File: src/rtl/booth_mult_rr_sched_if.sv
// Request/response bundle for the shared Booth multiplier.
// master = clients and the product consumer, slave = the multiplier.
interface booth_mult_rr_sched_if #(
    parameter int N_REQ = 4,
    parameter int WIDTH = 8
);
    localparam int ID_W = $clog2(N_REQ);

    logic [N_REQ-1:0]       req_valid;
    logic [N_REQ-1:0]       req_ready;
    logic [N_REQ*WIDTH-1:0] req_m;
    logic [N_REQ*WIDTH-1:0] req_q;
    logic                   rsp_valid;
    logic                   rsp_ready;
    logic [ID_W-1:0]        rsp_id;
    logic [2*WIDTH-1:0]     rsp_p;
    logic                   busy;

    modport master (
        output req_valid, req_m, req_q, rsp_ready,
        input  req_ready, rsp_valid, rsp_id, rsp_p, busy
    );

    modport slave (
        input  req_valid, req_m, req_q, rsp_ready,
        output req_ready, rsp_valid, rsp_id, rsp_p, busy
    );
endinterface

File: src/rtl/booth_mult_rr_sched.sv
// One radix-2 Booth multiplier (one step per clock) shared by N_REQ requesters
// through a round-robin arbiter; the product is returned tagged with the requester id.
module booth_mult_rr_sched #(
    parameter int N_REQ = 4,
    parameter int WIDTH = 8
) (
    input  logic                  clk,
    input  logic                  rst_n,
    booth_mult_rr_sched_if.slave  bus
);
    localparam int ID_W  = $clog2(N_REQ);
    localparam int CNT_W = $clog2(WIDTH + 1);

    typedef enum logic [1:0] {S_IDLE, S_RUN, S_DONE} state_t;

    state_t                   r_state;
    logic [CNT_W-1:0]         r_cnt;
    logic signed [WIDTH:0]    r_a;
    logic signed [WIDTH:0]    r_m;
    logic [WIDTH-1:0]         r_q;
    logic                     r_qm1;
    logic [ID_W-1:0]          r_id;
    logic [ID_W-1:0]          r_ptr;
    logic [2*WIDTH-1:0]       r_p;
    logic                     r_rsp_valid;

    logic [N_REQ-1:0]         w_grant;
    logic [ID_W-1:0]          w_gnt_id;
    logic                     w_found;
    int unsigned              w_idx;
    logic [WIDTH-1:0]         w_m_sel;
    logic [WIDTH-1:0]         w_q_sel;
    logic signed [WIDTH:0]    w_sum;
    logic signed [WIDTH:0]    w_a_nxt;
    logic [WIDTH-1:0]         w_q_nxt;

    // Search starts just after the last winner, so every waiting requester
    // is reached within N_REQ grants.
    always_comb begin
        w_grant  = '0;
        w_gnt_id = '0;
        w_found  = 1'b0;
        w_idx    = 0;
        for (int unsigned k = 1; k <= N_REQ; k++) begin
            w_idx = (32'(r_ptr) + k) % N_REQ;
            if (!w_found && bus.req_valid[ID_W'(w_idx)]) begin
                w_found                 = 1'b1;
                w_gnt_id                = ID_W'(w_idx);
                w_grant[ID_W'(w_idx)]   = 1'b1;
            end
        end
        if (r_state != S_IDLE || !rst_n) begin
            w_grant = '0;
            w_found = 1'b0;
        end
    end

    assign w_m_sel = bus.req_m[32'(w_gnt_id)*WIDTH +: WIDTH];
    assign w_q_sel = bus.req_q[32'(w_gnt_id)*WIDTH +: WIDTH];

    always_comb begin
        w_sum = r_a;
        case ({r_q[0], r_qm1})
            2'b01:   w_sum = r_a + r_m;
            2'b10:   w_sum = r_a - r_m;
            default: w_sum = r_a;
        endcase
        w_a_nxt = {w_sum[WIDTH], w_sum[WIDTH:1]};
        w_q_nxt = {w_sum[0], r_q[WIDTH-1:1]};
    end

    always_ff @(posedge clk or negedge rst_n) begin
        if (!rst_n) begin
            r_state     <= S_IDLE;
            r_cnt       <= '0;
            r_a         <= '0;
            r_m         <= '0;
            r_q         <= '0;
            r_qm1       <= 1'b0;
            r_id        <= '0;
            r_ptr       <= ID_W'(N_REQ - 1);
            r_p         <= '0;
            r_rsp_valid <= 1'b0;
        end else begin
            case (r_state)
                S_IDLE: begin
                    if (w_found) begin
                        r_a     <= '0;
                        r_m     <= {w_m_sel[WIDTH-1], w_m_sel};
                        r_q     <= w_q_sel;
                        r_qm1   <= 1'b0;
                        r_id    <= w_gnt_id;
                        r_ptr   <= w_gnt_id;
                        r_cnt   <= '0;
                        r_state <= S_RUN;
                    end
                end
                S_RUN: begin
                    r_a   <= w_a_nxt;
                    r_q   <= w_q_nxt;
                    r_qm1 <= r_q[0];
                    r_cnt <= r_cnt + CNT_W'(1);
                    // Final step: {A,Q} holds the product sign-extended by one bit.
                    if (r_cnt == CNT_W'(WIDTH - 1)) begin
                        r_p         <= {w_a_nxt[WIDTH-1:0], w_q_nxt};
                        r_rsp_valid <= 1'b1;
                        r_state     <= S_DONE;
                    end
                end
                S_DONE: begin
                    if (bus.rsp_ready) begin
                        r_rsp_valid <= 1'b0;
                        r_state     <= S_IDLE;
                    end
                end
                default: r_state <= S_IDLE;
            endcase
        end
    end

    assign bus.req_ready = w_grant;
    assign bus.rsp_valid = r_rsp_valid;
    assign bus.rsp_id    = r_id;
    assign bus.rsp_p     = r_p;
    assign bus.busy      = (r_state != S_IDLE);
endmodule

File: src/flat_wrapper.sv
// flat-port wrapper written by rule: the top's interface ports become plain ports
module booth_mult_rr_sched_flat 
#(
    parameter int N_REQ = 4,
    parameter int WIDTH = 8
)
  (clk, rst_n, bus_req_valid, bus_req_m, bus_req_q, bus_rsp_ready, bus_req_ready, bus_rsp_valid, bus_rsp_id, bus_rsp_p, bus_busy);
  booth_mult_rr_sched_if #(.N_REQ(N_REQ), .WIDTH(WIDTH)) bus_i ();
  input  logic clk;
  input  logic rst_n;
  input wire logic [$bits(bus_i.req_valid)-1:0] bus_req_valid;
  input wire logic [$bits(bus_i.req_m)-1:0] bus_req_m;
  input wire logic [$bits(bus_i.req_q)-1:0] bus_req_q;
  input wire logic [$bits(bus_i.rsp_ready)-1:0] bus_rsp_ready;
  output wire logic [$bits(bus_i.req_ready)-1:0] bus_req_ready;
  output wire logic [$bits(bus_i.rsp_valid)-1:0] bus_rsp_valid;
  output wire logic [$bits(bus_i.rsp_id)-1:0] bus_rsp_id;
  output wire logic [$bits(bus_i.rsp_p)-1:0] bus_rsp_p;
  output wire logic [$bits(bus_i.busy)-1:0] bus_busy;
  assign bus_i.req_valid = bus_req_valid;
  assign bus_i.req_m = bus_req_m;
  assign bus_i.req_q = bus_req_q;
  assign bus_i.rsp_ready = bus_rsp_ready;
  assign bus_req_ready = bus_i.req_ready;
  assign bus_rsp_valid = bus_i.rsp_valid;
  assign bus_rsp_id = bus_i.rsp_id;
  assign bus_rsp_p = bus_i.rsp_p;
  assign bus_busy = bus_i.busy;
  booth_mult_rr_sched #(.N_REQ(N_REQ), .WIDTH(WIDTH)) u_core (.clk(clk), .rst_n(rst_n), .bus(bus_i));
endmodule
File: config.mk
export PLATFORM = sky130hd
export DESIGN_NAME = booth_mult_rr_sched_flat
export DESIGN_NICKNAME = d
export VERILOG_FILES = /design/src/rtl/booth_mult_rr_sched_if.sv /design/src/rtl/booth_mult_rr_sched.sv /design/src/flat_wrapper.sv
export SDC_FILE = /design/constraint.sdc
export NUM_CORES = 1
export LEC_CHECK = 0
export ABC_AREA = 1
export CORE_MARGIN = 4
export CORE_UTILIZATION = 51
export DETAILED_ROUTE_END_ITERATION = 12
export PLACE_DENSITY = 0.82
export SKIP_CTS_REPAIR_TIMING = 1
export SKIP_LAST_GASP = 1
export SYNTH_ARGS = -nofsm -noshare
export SYNTH_HDL_FRONTEND = slang
export SYNTH_SLANG_ARGS = --single-unit
File: constraint.sdc
create_clock -name clk -period 2.8 [get_ports clk]
set_input_delay 0.56 -clock clk [delete_from_list [all_inputs] [get_ports clk]]
set_output_delay 0.56 -clock clk [all_outputs]
set_load 0.005 [all_outputs]
==> flow_metrics.py <==
metrics = {
    "floorplan": {
        "die_w_um": 96.4,
        "start_util_pct": 53.7,
        "die_height_um": 96.4,
        "io_pins": 95,
        "die_area_sq_mm": 0.00928,
        "coreArea_sq_mm": 0.00741,
        "rows": 31,
    },
    "drt": {
        "routed_wl_um": 10500,
        "routed_via_density": 5.20,
        "drc": 0,
        "drt_pass1_iterations": 4,
        "wl_per_cell_um": 13.2,
        "ant_nets": 0,
        "drtIter0Drc": 180,
        "dr_total_vias": 4142,
    },
    "critical_path": {
        "path_delay_family": "flip-flops",
        "cp-start-kind": "register",
        "ff2ff_path_depth": 18,
        "r2r_setup_slack_ns": 0.16,
        "critPathSlowestCell": "dfstp_2",
        "crit_path_end": "bus_req_ready[3]",
        "worstReg2RegEnd": "u_core.r_a[7]$_DFFE_PN0P_",
        "cp.arrival_ns": 2.21,
        "critical_path_class": "register to primary output",
        "reg2reg_from": "u_core.r_m[1]$_DFFE_PN0P_",
        "cp-startpoint": "u_core.r_ptr[0]$_DFFE_PN1P_",
        "path_cells": "inv_6, ha_4, inv_4, nand3_4, nand2_4, inv_8, buf_6, nand3_4, o22ai_2, a21oi_1, o21ai_1, nand2_1, inv_1, clkbuf_2",
        "path_buf_inv": 6,
        "crit_path_max_fanout": 5,
        "worstPathRequired_ns": 2.24,
        "end_kind": "primary output",
        "critPathMaxStageDelay_ns": 0.60,
        "crit_cells": 14,
        "cp_common_cell": "nand3_4",
    },
    "synthesis": {
        "syn-num-nets": 675,
        "ys_seq_area_share_pct": 32.7,
        "synth_edf_count": 0,
        "syn_area_sq_mm": 0.00398,
        "postSynthAreaPerCell_sq_um": 6.79,
        "synth_warnings": 0,
        "synth-adder-area-share_pct": 5.85,
        "synth_cells": 586,
        "synth_cell_types": 39,
        "synth-simple-area-share_pct": 35.5,
        "ys.flop_type": "dfrtp_1",
        "synthXorXnorAreaFrac_pct": 1.54,
        "muxShareOfSynthArea_pct": 0,
        "async_flop_share_pct": 100,
        "synth_top_family_by_area": "simple AND/OR/NAND/NOR gates",
        "synth_compound_area_share_pct": 10.9,
        "synth_seq_cells": 52,
    },
    "place": {
        "dp.cells": 782,
        "hpwlAfterDp_um": 8150,
        "port_buffers": 94,
        "place.gp.congestion": 0.879,
    },
    "finish": {
        "seq_area_sq_mm": 0.00130,
        "final_common_cell": "nand2_1",
        "multi_input_area_sq_mm": 0.00227,
        "final_cell_mix": "nand2_1 (166), inv_1 (95), clkdlybuf4s50_1 (89), nand3_1 (87), dfrtp_1 (50)",
        "final.fill_count": 568,
        "instances_no_fill": 797,
        "diodes": 0,
        "drive_gt1_share_pct": 14.0,
        "finalNetCount": 786,
        "syn2layout_area_growth_pct": 35.8,
    },
    "sta": {
        "hold_viol": 0,
        "rsz0062_at_grt": "yes",
        "period_minus_slack_ns": 2.77,
        "slew-limit-headroom_pct": 58.2,
        "clock_skew_ns": 0.00751,
        "setup_viol": 0,
        "max_freq_mhz": 361,
        "drv_slew": 0,
        "timing.final.crit_share_pct": 99.0,
        "worst_pin_slew_ns": 0.626,
    },
    "grt": {
        "grt_pass1_vias": 4016,
        "grt.total_usage_pct": 23.4,
        "grt_first_pass_wirelength_um": 17500,
        "antenna_found_initial": 0,
        "grt-ovfl-total": 0,
        "grt_max_degree": 53,
    },
    "worst_hold_path": {
        "min_path_type": "primary input to async pin",
    },
    "clock_network": {
        "cts_num_sinks": 52,
        "clkLatencyLatePin_ns": 0.31,
        "cts_root_buf": "clkbuf_8",
        "clkTransAtPathRegs_ns": 0.10,
        "tritoncts": "yes",
        "cts_buffers": 5,
        "htreeDepth": 2,
        "clock_path_buffers": 2,
    },
    "run_status": {
        "status": "finished clean",
    },
    "run": {
        "max_cap_viol_count": 0,
    },
}
==> worst min-delay path by stage <==
stage,start,end,cells past startpoint
after floorplan,rst_n,u_core.bus.rsp_id[0]$_DFFE_PN0P_,0
after global placement,u_core.bus.rsp_p[7]$_DFFE_PN0P_,u_core.bus.rsp_p[7]$_DFFE_PN0P_,2
after detailed placement,u_core.bus.rsp_p[12]$_DFFE_PN0P_,u_core.bus.rsp_p[12]$_DFFE_PN0P_,2
after CTS,rst_n,u_core.r_q[1]$_DFFE_PN0P_,2
after global routing,rst_n,u_core.r_q[1]$_DFFE_PN0P_,2
final,rst_n,u_core.bus.rsp_p[1]$_DFFE_PN0P_,2
==> per-stage QoR <==
| step | cell area [sq um] | hold slack, ns | utilization [%] | TNS, ns | setup WS, ns |
|---|---|---|---|---|---|
| 2_1_floorplan | 3980 | 0.264 | - | 0 | 0.311 |
| 3_3_place_gp | 5100 | 0.453 | 68.9 | -0.627 | -0.168 |
| 3_5_place_dp | 5100 | 0.465 | 68.9 | -1.07 | -0.310 |
| 4_1_cts | 5220 | 0.383 | 70.5 | -2.01 | -0.548 |
| 5_1_grt | 5410 | 0.429 | 73.0 | -0.273 | -0.0742 |
| 6_report | 5410 | 0.346 | 73.0 | 0 | 0.0287 |
==> area by class of cell <==
class                           count  area share (%)
Clock buffer                        6            1.53
Clock inverter                      2           0.717
Inverter                          103            7.43
Multi-Input combinational cell    409            42.0
Sequential cell                    52            24.1
Tap cell                           99            2.29
Timing Repair Buffer              126            22.0
==> synth_stat cells, types with 2 or more instances <==
master / instances / area [sq um]
nand2_1: 170 / 638
inv_1: 98 / 368
nand3_1: 88 / 440
dfrtp_1: 50 / 1250
o21ai_0: 39 / 195
ha_1: 17 / 213
nor2_1: 15 / 56.3
a21oi_1: 14 / 70.1
o22ai_1: 13 / 81.3
nand2_2: 9 / 56.3
buf_2: 7 / 35.0
nand2_4: 7 / 78.8
xor2_1: 7 / 61.3
clkbuf_1: 6 / 22.5
nand3_2: 5 / 50.1
buf_4: 4 / 30.0
buf_6: 4 / 45.0
nand4_1: 4 / 25.0
a31oi_1: 3 / 18.8
a21boi_0: 2 / 15.0
dfstp_2: 2 / 52.6
inv_2: 2 / 7.51
nor2_2: 2 / 12.5
nor3_1: 2 / 10.0
or2_2: 2 / 12.5
==> registers in the layout (all words and copies together) (netlist names) <==
signal and cells:
u_core.bus.rsp_id 2, u_core.bus.rsp_p 16, u_core.bus.rsp_valid 1, u_core.r_a 8, u_core.r_cnt 4, u_core.r_m 8
u_core.r_ptr 2, u_core.r_q 8, u_core.r_qm1 1, u_core.r_state 2
==> logic make-up (layout without fill, tap and decap cells) <==
kind of cell | after synthesis | in the layout
buf+inv | 125 | 237
compound gates | 77 | 77
xor+xnor | 7 | 7
fa+ha+maj | 18 | 18
flops | 52 | 52
simple gates | 307 | 307
==> worst register-to-register path: stages, from the launching register on <==
cell and delay, ns:
dfrtp_1 0.43, inv_1 0.08, ha_1 0.17, nand2_1 0.09, nor2_2 0.12, nand2_1 0.07
o21ai_1 0.15, xor2_1 0.16, inv_1 0.08, ha_4 0.29, nand2_1 0.06, o21ai_0 0.16
a21oi_1 0.07, or2_2 0.31, nand3_1 0.07, nand2_1 0.05, nand2_1 0.08, nand2_1 0.05
o21ai_0 0.09
==> metal layers <==
layer  wire length [um]  part of all wire (%)  GRT usage [%]  up-vias
li1                   -                     -              -     2082
met1               4370                    42           28.2     1886
met2               5260                    50           42.4      148
met3                610                   5.8           3.52       26
met4                256                   2.4           7.59        0
met5                  0                     0              0        -
Power is left out: the tool's default activity adds up to more than one toggle a clock period on the data nets, which glitch-free logic cannot reach.
